## config.mk

```make
export PLATFORM = sky130hd
export DESIGN_NAME = sram_line_fetch
export DESIGN_NICKNAME = d
export VERILOG_FILES = /design/src/rtl/sram_line_fetch.sv
export SDC_FILE = /design/constraint.sdc
export NUM_CORES = 1
export LEC_CHECK = 0
export BUFFER_PORTS_ARGS = -buffer_cell sky130_fd_sc_hd__buf_2
export CAP_MARGIN = 20
export CORE_MARGIN = 5
export CORE_UTILIZATION = 40
export DETAILED_ROUTE_END_ITERATION = 8
export PLACE_DENSITY = 0.61
export SKIP_CTS_REPAIR_TIMING = 1
export SLEW_MARGIN = 10
export SYNTH_ARGS = -nofsm -noshare
export SYNTH_HDL_FRONTEND = slang
export SYNTH_SLANG_ARGS = --single-unit
```

## constraint.sdc

```tcl
create_clock -name Clk -period 3.1 [get_ports Clk]
set_input_delay 0.775 -clock Clk [delete_from_list [all_inputs] [get_ports Clk]]
set_output_delay 0.775 -clock Clk [all_outputs]
set_load 0.01 [all_outputs]
```

## src/rtl/sram_line_fetch.sv

```systemverilog
// Background line fetcher: streams 5-bit palette indices out of packed SRAM words
// (three pixels per word), with per-frame horizontal scroll and a two-word prefetch buffer.
module sram_line_fetch #(
  parameter int MAP_WORDS   = 213,
  parameter int SCROLL_STEP = 1,
  parameter int BASE_ADDR   = 0
) (
  input  logic        Clk,
  input  logic        Reset_n,
  input  logic        frame_start,
  input  logic        line_start,
  input  logic        pixel_adv,
  input  logic [9:0]  DrawY,
  input  logic [1:0]  gameState,
  input  logic        ScrollEnable,
  input  logic        SRAM_Read,
  input  logic [15:0] SRAM_DQ,
  output logic [19:0] SRAM_ADDR,
  output logic        SRAM_CE_N,
  output logic        SRAM_OE_N,
  output logic [4:0]  pixelIn,
  output logic        underflow
);

  localparam int            WW     = (MAP_WORDS > 1) ? $clog2(MAP_WORDS) : 1;
  localparam logic [1:0]    PLAY   = 2'b01;
  localparam logic [4:0]    TRANSP = 5'h15;
  localparam logic [WW-1:0] LAST_W = WW'(MAP_WORDS - 1);

  typedef enum logic [1:0] {IDLE, PRIME, STREAM} state_t;
  state_t state, state_n;

  logic [WW-1:0] scroll_word, sc_word_n, rd_word;
  logic [1:0]    scroll_sub, sc_sub_n, cur_sub;
  logic [2:0]    sub_sum;
  logic [19:0]   row_addr;
  logic [14:0]   cur_word, nxt_word;
  logic          cur_vld, nxt_vld, rd_pend;
  logic          play, restart, abort, issue, adv, adv_bnd;
  logic          dq_unused;

  assign dq_unused = SRAM_DQ[15];
  assign play      = (gameState == PLAY);
  assign restart   = line_start && play;
  assign abort     = !play || frame_start;

  // Next scroll values; a same-cycle line_start loads these, so it sees the updated scroll.
  always_comb begin
    sub_sum   = {1'b0, scroll_sub} + 3'(SCROLL_STEP);
    sc_sub_n  = scroll_sub;
    sc_word_n = scroll_word;
    if (frame_start && play && ScrollEnable) begin
      if (sub_sum >= 3'd3) begin
        sc_sub_n  = 2'(sub_sum - 3'd3);
        sc_word_n = (scroll_word == LAST_W) ? '0 : scroll_word + 1'b1;
      end else begin
        sc_sub_n  = sub_sum[1:0];
      end
    end
  end

  always_comb begin
    state_n = state;
    if (restart)                                  state_n = PRIME;
    else if (abort)                               state_n = IDLE;
    else if (state == PRIME && cur_vld && nxt_vld) state_n = STREAM;
  end

  // One read in flight at most; it fills whichever buffer slot is empty when it lands.
  assign issue   = (state != IDLE) && !restart && !abort && SRAM_Read && !rd_pend
                   && (!cur_vld || !nxt_vld);
  assign adv     = (state == STREAM) && pixel_adv && cur_vld && !restart && !abort;
  assign adv_bnd = adv && (cur_sub == 2'd2);

  assign SRAM_CE_N = !issue;
  assign SRAM_OE_N = !issue;
  assign SRAM_ADDR = issue ? row_addr + 20'(rd_word) : '0;

  always_comb begin
    pixelIn = TRANSP;
    if (state == STREAM && cur_vld) begin
      case (cur_sub)
        2'd0:    pixelIn = cur_word[4:0];
        2'd1:    pixelIn = cur_word[9:5];
        2'd2:    pixelIn = cur_word[14:10];
        default: pixelIn = TRANSP;
      endcase
    end
  end

  always_ff @(posedge Clk or negedge Reset_n) begin
    if (!Reset_n) begin
      state       <= IDLE;
      scroll_word <= '0;
      scroll_sub  <= '0;
      row_addr    <= '0;
      rd_word     <= '0;
      cur_sub     <= '0;
      cur_word    <= '0;
      nxt_word    <= '0;
      cur_vld     <= 1'b0;
      nxt_vld     <= 1'b0;
      rd_pend     <= 1'b0;
      underflow   <= 1'b0;
    end else begin
      state       <= state_n;
      scroll_word <= sc_word_n;
      scroll_sub  <= sc_sub_n;
      if (frame_start)             underflow <= 1'b0;
      else if (adv_bnd && !nxt_vld) underflow <= 1'b1;
      if (restart) begin
        row_addr <= 20'(BASE_ADDR) + 20'(DrawY) * 20'(MAP_WORDS);
        rd_word  <= sc_word_n;
        cur_sub  <= sc_sub_n;
        cur_vld  <= 1'b0;
        nxt_vld  <= 1'b0;
        rd_pend  <= 1'b0;
      end else if (abort) begin
        cur_vld  <= 1'b0;
        nxt_vld  <= 1'b0;
        rd_pend  <= 1'b0;
      end else begin
        rd_pend <= issue;
        if (issue) rd_word <= (rd_word == LAST_W) ? '0 : rd_word + 1'b1;
        if (adv)   cur_sub <= adv_bnd ? 2'd0 : cur_sub + 2'd1;
        if (adv_bnd) begin
          if (nxt_vld) begin
            cur_word <= nxt_word;
            nxt_vld  <= 1'b0;
          end else begin
            cur_vld  <= 1'b0;
          end
        end
        // Data landing on a starved boundary goes straight to cur: resume at its sub 0.
        if (rd_pend) begin
          if (!cur_vld || (adv_bnd && !nxt_vld)) begin
            cur_word <= SRAM_DQ[14:0];
            cur_vld  <= 1'b1;
          end else begin
            nxt_word <= SRAM_DQ[14:0];
            nxt_vld  <= 1'b1;
          end
        end
      end
    end
  end

endmodule

```

==> qor.txt <==
status: finished, violations left
failing checks: setup timing
vias in the first global route: 4607
CP max stage delay: 0.51 ns
Pint: 2.89 mW
PwrDens: 628 nW/um^2
Flop pwr share: 28.6%
area delta synth->final: 28.6%
VDD IR max: 0.310 mV
worst min-delay path class: input port to async pin
H-tree levels: 3
first-pass GRT wire length: 22.1 mm
setup violators final: 16
Final Hold Viols: 0
die area: 16600 um^2
max cap viols: 0
end point of the critical path: row_addr[13]
post-layout min period: 3.85 ns
Synth Instances: 569
CP Capture Type: flop
Slew headroom: 54.1%
post-synthesis async set-or-reset flop share: 100%
Via density: 5.29
Critical Path, Cell by Cell: buf_12 > ha_4 > inv_2 > fa_1 > fa_1 > inv_2 > fa_1 > ha_4 > nand2_2 > or3_4 > o211a_1 > o21bai_1 > xnor2_1 > o21ai_1
Stages on worst setup path: 14
Die H: 129 um
Final Max Tran Viols: 0
CP required: 3.31 ns
All-Layer GR Usage: 16.3%
synthesized area: 5660 um^2
Reg2Reg Launch Point: rd_word[1]
core box area: 13900 um^2
Initial Utilization: 40.7%
worst reg-to-reg setup slack: 0.88 ns
startpoint types: input port
hpwl dp: 10.5 mm
CP most frequent cell: fa_1
largest net degree at the start of global routing: 54
clock skew: 0.00777 ns
Critical Path Fanout Max: 5
Synthesized Nets: 693
IO Pins: 63
Max Freq: 259 MHz
Ys Warns: 0
total global routing overflow: 0
Switch Pwr: 1.68 mW
initial antenna violation count: 0
clock-pin slew on the worst setup and hold paths: 0.06 ns
switching share of power: 36.7%
Pre-antenna DRT Iters: 4
Comb pwr share: 47.8%
Worst Tran Pin Value: 0.689 ns
post-synthesis sequential area ratio: 32.7%
Die X: 129 um
routed via count: 4589
Yosys reg bits: 74
Iter 0 DRT Violations: 233
setup TNS: -7.26 ns
# rows: 43
CTS Buffer Depth: 2
Final #Nets: 806
Post-Route WL: 13.4 mm
Clk network pwr share: 23.6%
R2R Path End: rd_word[7]
root buffer cell: clkbuf_16
CTS sink count: 74
Avg Cell Area, Syn: 9.94 um^2
Setup WS post-layout: -0.754 ns
worst hold margin: 0.415 ns
RSZ-0062 raised after global routing: true
Skew-Pair Late Insertion Delay: 0.34 ns
Buffers & Inverters on Critical Path: 3
Routed Antenna Nets: 0
slowest stage cell, crit path: fa_1
Buffers on Ports: 60
pre-CTS setup slack: -1.20 ns
critical path class: input port to flop
CTS tree: built
share of the synthesized area in the top cell type: 32.7%
number of remaining DRC errors: 0
Placer Congestion: 0.859
Final Cycle Share: 124%
arrival time worst endpoint: 4.07 ns
layout cells sized above 1: 31.9%
count of cell types in the netlist: 66
routed len/inst: 15.4 um
crit path from: DrawY[6]
ys flop type: dfrtp_1
ranking of synthesized cells by area: dfrtp_1 33%, ha_1 15%, fa_1 6.7%
Reg2Reg Depth: 8
total CTS buffers: 9
Pleak: 3.68 nW
Top delay family on crit path: adder cells
Post-synth EDFFs: 0
number of diodes: 0
cell taking the most area after synthesis: dfrtp_1
-- power groups by stage --
stage | sequential [mW] | combinational (mW) | clock, mW
after global placement | 1.30 | 1.95 | 0
after CTS | 1.29 | 2.03 | 1.10
after detailed placement | 1.31 | 2.01 | 0
after global routing | 1.33 | 2.45 | 1.16
final | 1.31 | 2.18 | 1.08
after floorplan | 1.25 | 1.36 | 0
-- worst reg2reg max path, stage by stage, from the launching register on --
cell	delay, ns
dfrtp_1	0.42
buf_6	0.15
inv_1	0.05
ha_1	0.14
nand2_1	0.05
o31ai_1	0.41
or2_1	0.44
o21ai_1	0.14
a221o_1	0.31
-- stage by stage --
step	instance area [um^2]	power, mW	cells	utilization [%]
floorplan	5800	2.61	569	-
global placement	6640	3.25	844	47.8
detailed placement	6640	3.32	844	47.8
CTS	6950	4.42	860	50.1
global route	7270	4.94	867	52.4
finish	7270	4.57	867	52.4
-- synthesized netlist by cell type, types with 3 or more instances --
library cell,instances
nand4b_1,4
nor3_1,5
mux2i_1,4
inv_1,48
xor2_1,13
o21ai_0,21
a21oi_1,23
clkbuf_1,8
nand2_1,54
buf_4,4
dfrtp_1,74
a221o_1,6
fa_1,19
nand3_1,13
ha_1,70
nor2_1,29
xnor2_1,15
a22o_1,15
nor3b_1,3
nand3b_1,3
o21ai_1,9
o31ai_1,3
a31oi_1,4
o211ai_1,3
nand4_1,4
a21o_1,23
mux2_2,15
nor2b_1,3
mux2_1,5
and3_1,11
o22ai_1,5
nor3b_2,6
-- placed cells by master, fill, tap and decap left out, types with 4 or more instances in the layout --
| cell type | netlist | final |
|---|---|---|
| mux2_2 | 15 | 15 |
| a21oi_1 | 23 | 15 |
| mux2_1 | 5 | 5 |
| a221o_1 | 6 | 6 |
| nand4b_1 | 4 | 4 |
| clkbuf_16 | 0 | 9 |
| ha_4 | 0 | 19 |
| inv_1 | 48 | 44 |
| fa_1 | 19 | 17 |
| o21ai_0 | 21 | 20 |
| buf_2 | 2 | 58 |
| xor2_1 | 13 | 13 |
| o21ai_1 | 9 | 7 |
| a21oi_2 | 0 | 7 |
| dfrtp_1 | 74 | 71 |
| a31oi_1 | 4 | 4 |
| a22o_1 | 15 | 15 |
| ha_1 | 70 | 50 |
| xnor2_1 | 15 | 15 |
| inv_6 | 0 | 4 |
| inv_2 | 1 | 5 |
| o22ai_1 | 5 | 4 |
| o21ai_2 | 1 | 4 |
| mux2i_1 | 4 | 4 |
| nor3b_2 | 6 | 7 |
| nor2_1 | 29 | 29 |
| a21o_1 | 23 | 23 |
| buf_4 | 4 | 58 |
| nand2_1 | 54 | 52 |
| nand3_1 | 13 | 12 |
| and3_1 | 11 | 10 |
| nand4_1 | 4 | 4 |
| nor3_1 | 5 | 4 |
-- state kept, by name, summed over array words and instances (netlist names) --
register and cells:
row_addr 18, cur_word 15, nxt_word 15, rd_word 8, scroll_word 8, cur_sub 2
scroll_sub 2, state 2, cur_vld 1, nxt_vld 1, rd_pend 1, underflow 1
-- cells by family after synthesis --
logic type               synth area share (%)
AND/OR/NAND/NOR                          15.2
AO/OA/AOI/OAI                            15.8
adder cells (fa/ha/maj)                  22.2
flip-flops                               32.7
buffers and inverters                    4.91
XOR/XNOR                                 4.34
multiplexers                             4.69
other                                  0.0663
-- layer usage --
metal | vias up | GRT usage (%) | part of all wire, %
li1 | 2250 | - | -
met1 | 2254 | 21.5 | 45
met2 | 68 | 27.7 | 51
met3 | 17 | 2.82 | 3.1
met4 | 0 | 4.45 | 1.7
met5 | - | 0 | 0
-- worst min-delay path by stage --
stage	end	slack, ns
3_3_place_gp	cur_word[4]	0.46
4_1_cts	scroll_word[7]	0.43
6_report	scroll_word[7]	0.41
3_5_place_dp	cur_word[1]	0.47
5_1_grt	scroll_word[7]	0.45
2_1_floorplan	cur_word[10]	0.44
-- final cells by class --
cell class / instances / area, um^2
clock buffer: 9 / 225
multi-input combinational: 428 / 3910
fill: 1229 / 6610
inverter: 49 / 184
clock inverter: 7 / 83.8
tap: 180 / 225
timing repair buffer: 120 / 792
sequential: 74 / 1860
(Power assumes the default switching activity.)
